File: config.mk
export PLATFORM = sky130hd
export DESIGN_NAME = led_bin_allocator
export DESIGN_NICKNAME = d
export VERILOG_FILES = /design/src/rtl/led_pkg.sv /design/src/rtl/seq_divider.sv /design/src/rtl/led_bin_allocator.sv
export SDC_FILE = /design/constraint.sdc
export NUM_CORES = 2
export LEC_CHECK = 0
export ABC_AREA = 1
export BUFFER_PORTS_ARGS = -buffer_cell sky130_fd_sc_hd__buf_2
export CAP_MARGIN = 40
export CORE_ASPECT_RATIO = 0.7
export CORE_UTILIZATION = 45
export DETAILED_ROUTE_END_ITERATION = 8
export PLACE_DENSITY = 0.66
export SLEW_MARGIN = 10
export SYNTH_ARGS = -nofsm -noshare
export SYNTH_HDL_FRONTEND = slang
export SYNTH_SLANG_ARGS = --single-unit
File: constraint.sdc
create_clock -name i_clk -period 7.3 [get_ports i_clk]
set_clock_uncertainty 0.05 [all_clocks]
set_input_delay 0.73 -clock i_clk [delete_from_list [all_inputs] [get_ports i_clk]]
set_output_delay 0.73 -clock i_clk [all_outputs]
set_load 0.02 [all_outputs]
File: src/rtl/led_pkg.sv
// Shared types and constants for the LED bin allocator and its helpers.
package led_pkg;

  // Width of one packed 8:8:8 colour word as consumed by the strip driver.
  localparam int RGB_W = 24;

  typedef logic [RGB_W-1:0] rgb_t;

  // Allocator sequencing: capture, accumulate, divide, fix rounding, publish.
  typedef enum logic [2:0] {
    IDLE = 3'd0,
    SUM  = 3'd1,
    DIV  = 3'd2,
    FIX  = 3'd3,
    PUB  = 3'd4
  } alloc_state_e;

endpackage

File: src/rtl/seq_divider.sv
// Restoring unsigned divider producing one quotient bit per clock.
// A start accepted while idle yields a done pulse exactly N_W cycles later,
// with the quotient held stable until the next start.
module seq_divider #(
  parameter int N_W = 22,
  parameter int D_W = 20,
  parameter int Q_W = 6
) (
  input  logic           i_clk,
  input  logic           i_rst_n,
  input  logic           i_start,
  input  logic [N_W-1:0] i_dividend,
  input  logic [D_W-1:0] i_divisor,
  output logic           o_busy,
  output logic           o_done,
  output logic [Q_W-1:0] o_quotient
);

  localparam int C_W = $clog2(N_W + 1);

  logic [D_W-1:0] r_rem;
  logic [D_W-1:0] r_div;
  logic [N_W-1:0] r_quo;
  logic [C_W-1:0] r_cnt;
  logic           r_done;

  logic           w_load;
  logic [D_W-1:0] w_rem_src;
  logic [D_W-1:0] w_div_src;
  logic [N_W-1:0] w_quo_src;
  logic [D_W:0]   w_shift;
  logic [D_W-1:0] w_rem_nxt;
  logic [N_W-1:0] w_quo_nxt;

  // One restoring step; on a fresh start the step works straight from the
  // inputs so the first quotient bit costs no extra load cycle.
  always_comb begin
    w_load    = i_start && !o_busy;
    w_rem_src = w_load ? '0 : r_rem;
    w_quo_src = w_load ? i_dividend : r_quo;
    w_div_src = w_load ? i_divisor : r_div;
    w_shift   = {w_rem_src, w_quo_src[N_W-1]};
    w_rem_nxt = w_shift[D_W-1:0];
    w_quo_nxt = {w_quo_src[N_W-2:0], 1'b0};
    if (w_shift >= {1'b0, w_div_src}) begin
      w_rem_nxt = D_W'(w_shift - {1'b0, w_div_src});
      w_quo_nxt = {w_quo_src[N_W-2:0], 1'b1};
    end
  end

  // Iteration registers: the shifting quotient, partial remainder and step count.
  always_ff @(posedge i_clk or negedge i_rst_n) begin
    if (!i_rst_n) begin
      r_rem  <= '0;
      r_div  <= '0;
      r_quo  <= '0;
      r_cnt  <= '0;
      r_done <= 1'b0;
    end else begin
      r_done <= 1'b0;
      if (w_load) begin
        r_rem <= w_rem_nxt;
        r_quo <= w_quo_nxt;
        r_div <= i_divisor;
        r_cnt <= C_W'(N_W - 1);
      end else if (o_busy) begin
        r_rem  <= w_rem_nxt;
        r_quo  <= w_quo_nxt;
        r_cnt  <= r_cnt - 1'b1;
        r_done <= (r_cnt == C_W'(1));
      end
    end
  end

  assign o_busy     = (r_cnt != '0);
  assign o_done     = r_done;
  assign o_quotient = r_quo[Q_W-1:0];

endmodule

File: src/rtl/led_bin_allocator.sv
// Splits the strip's LEDs among frequency bins in proportion to amplitude,
// hands the loudest bin the rounding leftovers, and publishes the whole frame
// to the WS2801 driver in a single cycle while the driver reports done.
module led_bin_allocator
  import led_pkg::*;
#(
  parameter  int LEDS    = 50,
  parameter  int BIN_QTY = 12,
  parameter  int AMP_W   = 16,
  localparam int CNT_W   = $clog2(LEDS + 1),
  localparam int SUM_W   = AMP_W + $clog2(BIN_QTY),
  localparam int PROD_W  = AMP_W + CNT_W
) (
  input  logic                            i_clk,
  input  logic                            i_rst_n,
  input  logic [BIN_QTY-1:0][AMP_W-1:0]   i_amp,
  input  rgb_t [BIN_QTY-1:0]              i_rgb_in,
  input  logic                            i_amp_valid,
  output logic                            o_ready,
  output logic                            o_overrun,
  input  logic                            i_drv_done,
  output rgb_t [BIN_QTY-1:0]              o_rgb,
  output logic [BIN_QTY-1:0][CNT_W-1:0]   o_led_counts,
  output logic                            o_start
);

  typedef rgb_t [BIN_QTY-1:0] bin_rgb_t;

  localparam int                IDX_W    = $clog2(BIN_QTY);
  localparam logic [CNT_W-1:0]  LEDS_C   = CNT_W'(LEDS);
  localparam logic [IDX_W-1:0]  LAST_IDX = IDX_W'(BIN_QTY - 1);

  alloc_state_e                  r_state;
  alloc_state_e                  w_next_state;

  logic [BIN_QTY-1:0][AMP_W-1:0] r_amp;
  bin_rgb_t                      r_rgb_sh;
  logic [BIN_QTY-1:0][CNT_W-1:0] r_cnt_sh;
  logic [IDX_W-1:0]              r_idx;
  logic [IDX_W-1:0]              r_maxidx;
  logic [AMP_W-1:0]              r_max;
  logic [SUM_W-1:0]              r_sum;
  logic [CNT_W-1:0]              r_total;
  bin_rgb_t                      r_rgb;
  logic [BIN_QTY-1:0][CNT_W-1:0] r_led_counts;
  logic                          r_pub;
  logic                          r_start;
  logic                          r_overrun;

  logic                          w_capture;
  logic                          w_publish;
  logic                          w_last_bin;
  logic [AMP_W-1:0]              w_amp_cur;
  logic [SUM_W-1:0]              w_sum_next;
  logic                          w_div_start;
  logic [IDX_W-1:0]              w_div_idx;
  logic [AMP_W-1:0]              w_div_amp;
  logic [PROD_W-1:0]             w_dividend;
  logic [SUM_W-1:0]              w_divisor;
  logic                          w_div_busy;
  logic                          w_div_done;
  logic [CNT_W-1:0]              w_quotient;

  // Per-bin datapath taps: current bin for summing, next bin to feed the divider.
  always_comb begin
    w_amp_cur  = r_amp[r_idx];
    w_sum_next = r_sum + SUM_W'(w_amp_cur);
    w_last_bin = (r_idx == LAST_IDX);
    w_div_amp  = r_amp[w_div_idx];
    w_dividend = PROD_W'(w_div_amp) * PROD_W'(LEDS);
  end

  // State register.
  always_ff @(posedge i_clk or negedge i_rst_n) begin
    if (!i_rst_n) begin
      r_state <= IDLE;
    end else begin
      r_state <= w_next_state;
    end
  end

  // Next-state logic plus the strobes that steer the datapath and divider.
  // The first division is launched from the last SUM cycle using the
  // not-yet-registered total, so each bin costs exactly one divider pass.
  always_comb begin
    w_next_state = r_state;
    w_capture    = 1'b0;
    w_publish    = 1'b0;
    w_div_start  = 1'b0;
    w_div_idx    = '0;
    w_divisor    = r_sum;
    case (r_state)
      IDLE: begin
        if (i_amp_valid) begin
          w_capture    = 1'b1;
          w_next_state = SUM;
        end
      end
      SUM: begin
        if (w_last_bin) begin
          if (w_sum_next == '0) begin
            w_next_state = PUB;
          end else begin
            w_next_state = DIV;
            w_div_start  = !w_div_busy;
            w_divisor    = w_sum_next;
          end
        end
      end
      DIV: begin
        if (w_div_done) begin
          if (w_last_bin) begin
            w_next_state = FIX;
          end else begin
            w_div_start = !w_div_busy;
            w_div_idx   = r_idx + 1'b1;
          end
        end
      end
      FIX: begin
        w_next_state = PUB;
      end
      PUB: begin
        if (i_drv_done) begin
          w_publish    = 1'b1;
          w_next_state = IDLE;
        end
      end
      default: begin
        w_next_state = IDLE;
      end
    endcase
  end

  // Shadow frame, accumulator, loudest-bin tracker, per-bin counts and the
  // driver-facing registers, which only move on the publish cycle.
  always_ff @(posedge i_clk or negedge i_rst_n) begin
    if (!i_rst_n) begin
      r_amp        <= '0;
      r_rgb_sh     <= '0;
      r_cnt_sh     <= '0;
      r_idx        <= '0;
      r_maxidx     <= '0;
      r_max        <= '0;
      r_sum        <= '0;
      r_total      <= '0;
      r_rgb        <= '0;
      r_led_counts <= '0;
      r_pub        <= 1'b0;
      r_start      <= 1'b0;
      r_overrun    <= 1'b0;
    end else begin
      r_overrun <= i_amp_valid && (r_state != IDLE);
      r_pub     <= w_publish;
      r_start   <= r_pub;
      case (r_state)
        IDLE: begin
          if (w_capture) begin
            r_amp    <= i_amp;
            r_rgb_sh <= i_rgb_in;
            r_cnt_sh <= '0;
            r_idx    <= '0;
            r_maxidx <= '0;
            r_max    <= '0;
            r_sum    <= '0;
            r_total  <= '0;
          end
        end
        SUM: begin
          r_sum <= w_sum_next;
          if (w_amp_cur > r_max) begin
            r_max    <= w_amp_cur;
            r_maxidx <= r_idx;
          end
          if (w_last_bin) begin
            r_idx <= '0;
            if (w_sum_next == '0) begin
              r_cnt_sh <= '0;
            end
          end else begin
            r_idx <= r_idx + 1'b1;
          end
        end
        DIV: begin
          if (w_div_done) begin
            r_cnt_sh[r_idx] <= w_quotient;
            r_total         <= r_total + w_quotient;
            r_idx           <= r_idx + 1'b1;
          end
        end
        FIX: begin
          r_cnt_sh[r_maxidx] <= r_cnt_sh[r_maxidx] + (LEDS_C - r_total);
        end
        PUB: begin
          if (w_publish) begin
            r_rgb        <= r_rgb_sh;
            r_led_counts <= r_cnt_sh;
          end
        end
        default: begin
        end
      endcase
    end
  end

  seq_divider #(
    .N_W (PROD_W),
    .D_W (SUM_W),
    .Q_W (CNT_W)
  ) u_divider (
    .i_clk      (i_clk),
    .i_rst_n    (i_rst_n),
    .i_start    (w_div_start),
    .i_dividend (w_dividend),
    .i_divisor  (w_divisor),
    .o_busy     (w_div_busy),
    .o_done     (w_div_done),
    .o_quotient (w_quotient)
  );

  assign o_ready      = (r_state == IDLE);
  assign o_overrun    = r_overrun;
  assign o_rgb        = r_rgb;
  assign o_led_counts = r_led_counts;
  assign o_start      = r_start;

endmodule

Word level (Yosys, flattened, before mapping)
Index checks and enable logic that the tools add are counted.
W data, S select, Z words.
Word-level totals
  flip-flop bits (word level): 1036
  word-level logic and storage cells: 190
  output and inout port bits: 363
  input port bits: 484
Operators by class
  eq/ne operators: 14
  reduce and logical (&&, ||, !) cells: 22
  $add $sub $neg: 7
  $mul: 1
  order comparisons: 7
  mux-type cells: 65
Operators by type and width (number)
  $mux W72: 4
  $pmux W72 S4: 1
  $mux W20: 9
  $bwmux W72: 2
  $bmux W16 S4: 2
  $mux W22: 3
  $mux W16: 4
  $demux W6 S4: 2
  $pmux W20 S2: 1
  $pmux W16 S2: 1
  $mux W6: 5
  $bmux W6 S4: 1
  $mux W4: 6
  $ge A21 B20 Y1: 1
  $mul A16 B5 Y21 const B: 1
  $add A20 B16 Y20: 1
  $logic_not A20 Y1: 1
  $sub A20 B20 Y20: 1
  $mux W3: 6
  $gt A16 B16 Y1: 1
  $lt A4 B5 Y1 const B: 3
  $pmux W3 S5: 1
  $add A6 B6 Y6: 2
  $ne A2 B2 Y1 const B: 6
  26 further kinds: 51

Logic depth before layout (Yosys ltp)
  depth after elaboration: 13
  mapped depth: 46
  mapped depth without buffers: 45

Hierarchy
Synthesis repeated with hierarchy kept, for this count alone.
Second synthesis, totals
  cells, all modules: 6103
  area total of the unflattened synthesis: 50800.0 sq um
Modules (own cells, without submodules)
  led_bin_allocator: times used 1, sequential area each 24223.2 sq um, cells each 5481, area each 46190.6 sq um
  seq_divider: times used 1, sequential area each 1701.6 sq um, cells each 622, area each 4609.4 sq um

Least setup slack after synthesis
Ideal clock, no wire load.
  path kind: register -> register
  start point: reg r_idx[0]
  end point: reg u_divider.r_rem[14]
  data required time: 7.185 ns
  stages on the path, launching flop included: 45
  setup time: 0.065 ns
  buffers on the path: 4
  arrival: 6.897 ns
  slack: 0.288 ns
  path through: dfrtp_1 > inv_1 > clkbuf_1 > clkbuf_1 > ha_1 > inv_1 > nor2_2 > inv_1 > buf_2 > buf_2 > o21ai_0 > o221ai_1 > a32o_1 > ha_1 > ha_1 > inv_1 > fa_1 > inv_1 > (+9 left out) > xor2_1 > nand2_1 > o21ai_1 > inv_1 > ha_1 > fa_1 > nor2_1 > nor2_1 > o21ai_0 > a21boi_0 > o21ai_0 > a31oi_1 > o21ai_0 > xor2_1 > nand2_1 > nand2_1 > nand2_1 > nand2_1
On the way
  word-level cells in the longest chain between the ends: 13
Ends and longest elaborated chain
  from (decl): line led_bin_allocator.sv:39  | logic [IDX_W-1:0] r_idx;
  from (signal assigned): line led_bin_allocator.sv:181  | r_idx <= r_idx + 1'b1;
  from (signal assigned): line led_bin_allocator.sv:188  | r_idx <= r_idx + 1'b1;
  branches (longest 13 deep; another with $mul A16 B5 Y21)
  to (signal assigned): line seq_divider.sv:62  | r_rem <= w_rem_nxt;
  to (signal assigned): line seq_divider.sv:67  | r_rem <= w_rem_nxt;
  to (decl): line seq_divider.sv:21  | logic [D_W-1:0] r_rem;
Several ways; the timed one is not identified. The select of a mux whose other input is x is not followed.
A chain may end at the register's enable or synchronous reset.

Worst setup path after layout
Ends and elaborated chain as after synthesis.

==> flow_summary.toml <==
[floorplan]
die_h_um = 279
pin_count = 847
start_util_pct = 45.4
core_um2 = 108000
fp.dieW_um = 397
dieArea_um2 = 111000
rows = 101

[synth]
synth_top_family_by_area = "compound AO/OA/AOI/OAI gates"
synth.distinct_cells = 56
synth_compound_area_share_pct = 17.9
synth_fa_ha_area_share_pct = 3.76
avgSynthCellArea_um2 = 8.58
netlist_instances = 5737
async_flop_share_pct = 100
ys_top_cells_by_area = "dfrtp_1 (53%), o21ai_0 (9.4%), nand2_1 (6.6%)"
synthesis.nets = 6360
synth-seq-cells = 1036
synth-simple-area-share_pct = 13.5
post-synth-top-count-cell = "dfrtp_1"
synthMuxAreaShare_pct = 3.22
synth-main-ff-cell = "dfrtp_1"
synth_common_cells = "dfrtp_1 (1036), o21ai_0 (929), nand2_1 (865)"
yosysTopAreaCell = "dfrtp_1"
yosysSeqAreaShare_pct = 52.7
synth_top_area_share_pct = 52.7
synth-xor-area-share_pct = 0.943
yosysWarnings = 0
synth_edf_count = 0
syn_area_um2 = 49200

[finish]
nFillCells = 9995
finalNonFillerCells = 8157
final_layout_size_suffix_gt1_share_pct = 21.7
nNetsFinal = 7238
area_growth_pct = 21.6
finish.utilization_pct = 55.2

[global_routing]
grt_pass1_vias = 40300
overflow = 0
antenna_found_initial = 15
grt_pass1_wl_um = 238000
grt_start_max_net_pins = 276
grt_use_total_pct = 27.5

[setup_path]
cp_max_fo = 38
r2r_slack_ns = 0.40
cp.arrival_ns = 7.49
cpPeakStageDelay_ns = 0.50
timing.rr.end = "u_divider.r_rem[14]$_DFFE_PN0P_"
reg2reg_depth = 44
rr_startpoint = "r_idx[0]$_DFFE_PN0P_"
cp.required_ns = 7.89
path_buf_inv = 8
end_kind = "flop"
crit_end = "u_divider.r_rem[14]$_DFFE_PN0P_"
cp_common_cell = "nand2_1"
slowest_stage = "fa_1"
worstSetupStartpointType = "flop"
crit_start = "r_idx[0]$_DFFE_PN0P_"
critical_path_depth = 44
crit_type = "flop to flop"
critical_path.top_delay_family = "adder cells"

[sta]
fin_ws_ns = 0.399
rsz0062_at_grt = "true"
worst_pin_slew_ns = 1.14
timing.hold.ws_ns = -0.0207
min_period_ns = 6.90
setup_viol = 0
max_freq_mhz = 145
fin_crit_sh_pct = 94.5
max-slew-margin-rel_pct = 24.0
report.final.slew_viol_count = 0
hold_violations = 6

[drt]
routed_wl_um = 156000
drt_iter0_markers = 4429
drc = 0
dr_total_vias = 43200
routedWlPerCell_um = 19.1
viasPerCell = 5.29
ant_nets = 0
dr.pass1.iters = 8

[place]
place_congestion = 0.916
hpwl_um = 113000
io_buffers = 846
place_inst = 7945
pre_cts_ws_ns = -0.0293

[power]
vdd_drop_max_mv = 0.535
p_per_area_nw_per_um2 = 546
comb_power_share_pct = 53.1
power_switching_uw = 14900
finalPower_uw = 32600
p_clk_share_pct = 16.5
p_int_uw = 17800
leakage_uw = 0.0303
swShare_pct = 45.5
pwr-share-seq_pct = 30.4

[cts]
clkTransAtPathRegs_ns = 0.06
holdBufCountCts = 0
cts.sinks = 1036
cts_tree = "done"
worstSkewPairLatency_ns = 0.71
clk_path_buf_depth = 3
clock-root-buffer = "clkbuf_16"
htree_levels = 3
cts_inserted_buffers = 102

[status]
status = "finished, violations left"
failed_checks = "negative hold slack"

[flow_run]
maxCapViolations = 0

[worst_hold_path]
min_path_type = "input port to asynchronous set/reset pin"
==> cells in the final DEF (no fill, tap or decap), types with 17 or more instances in the layout <==
cell       count
clkbuf_1      24
dfrtp_1     1034
xor2_1        33
buf_12        24
o22ai_1       84
xnor2_1       18
nand4_1       18
nand2_1      861
o21ai_1       31
nand3_1      140
mux2_2       140
inv_1        685
ha_1         123
o221ai_1      20
clkinv_2      19
o21ai_0      924
a21oi_1      541
nor2_1       602
clkbuf_16    104
buf_4        221
clkbuf_8      20
diode_2       17
buf_2        845
==> through the flow <==
stage	TNS, ns	cell area, um2
after floorplan	0	49200
after global placement	0	56100
after detailed placement	-0.0293	56100
after CTS	0	59600
after global routing	-0.0529	59800
final	0	59800
==> cells by family (layout without fill, tap and decap cells) <==
| group | after synthesis | in the layout |
|---|---|---|
| buf+inv | 1023 | 1983 |
| fa+ha+maj | 139 | 139 |
| compound gates | 1677 | 1677 |
| flops | 1036 | 1036 |
| mux | 141 | 141 |
| simple gates | 1668 | 1669 |
| xor+xnor | 53 | 53 |
| other cells | 0 | 17 |
==> layout make-up <==
| cell class | instances | area [um2] | share of cell area [%] |
|---|---|---|---|
| Inverter | 699 | 2630 | 4.39 |
| Antenna cell | 17 | 42.5 | 0.0711 |
| Multi-Input combinational cell | 3679 | 19500 | 32.6 |
| Timing Repair Buffer | 1097 | 6500 | 10.9 |
| Sequential cell | 1036 | 25900 | 43.3 |
| Clock inverter | 41 | 485 | 0.812 |
| Clock buffer | 146 | 2930 | 4.90 |
| Tap cell | 1442 | 1800 | 3.02 |
==> sequential cells by signal, indices dropped and copies added, names as in the netlist <==
name and flops:
u_divider.r_div 20, r_rgb_sh 288, o_led_counts 72, r_idx 4
o_start 1, r_total 6, u_divider.r_rem 20, r_cnt_sh 72
o_overrun 1, r_pub 1, u_divider.o_done 1, r_sum 20
r_max 16, u_divider.r_quo 22, r_maxidx 4, r_state 3
o_rgb 288, r_amp 192, u_divider.r_cnt 5
==> routing by layer <==
metal	vias to the layer above	wire [um]	GRT usage, %
met4	4	4580	8.50
met2	1629	69700	41.5
li1	20600	-	-
met3	291	11900	5.54
met5	-	21	0
met1	20700	69900	39.9
==> what timing repair did <==
action	4_1_cts	5_1_grt
pin swaps	0	7
buffers inserted	0	6
endpoints found under the setup margin	1	21
resized for setup	1	33
cloned	0	2
==> power by group through the flow <==
stage          Clock, uW  Sequential (uW)  Combinational, uW
2_1_floorplan          0            10800               9430
3_3_place_gp           0             9890              16700
3_5_place_dp           0             9950              17000
4_1_cts             5500             9880              17100
5_1_grt             5750            10200              19200
6_report            5380             9940              17300
==> how the worst min path moves through the flow <==
stage	startpoint	endpoint	cells past startpoint
finish	i_rst_n	r_rgb_sh[286]$_DFFE_PN0P_	1
global route	i_rst_n	o_rgb[281]$_DFFE_PN0P_	1
CTS	i_rst_n	o_rgb[245]$_DFFE_PN0P_	1
detailed placement	r_pub$_DFF_PN0_	o_start$_DFF_PN0_	0
global placement	r_pub$_DFF_PN0_	o_start$_DFF_PN0_	0
floorplan	r_pub$_DFF_PN0_	o_start$_DFF_PN0_	0
No activity file was read; power rests on OpenSTA's default activity.
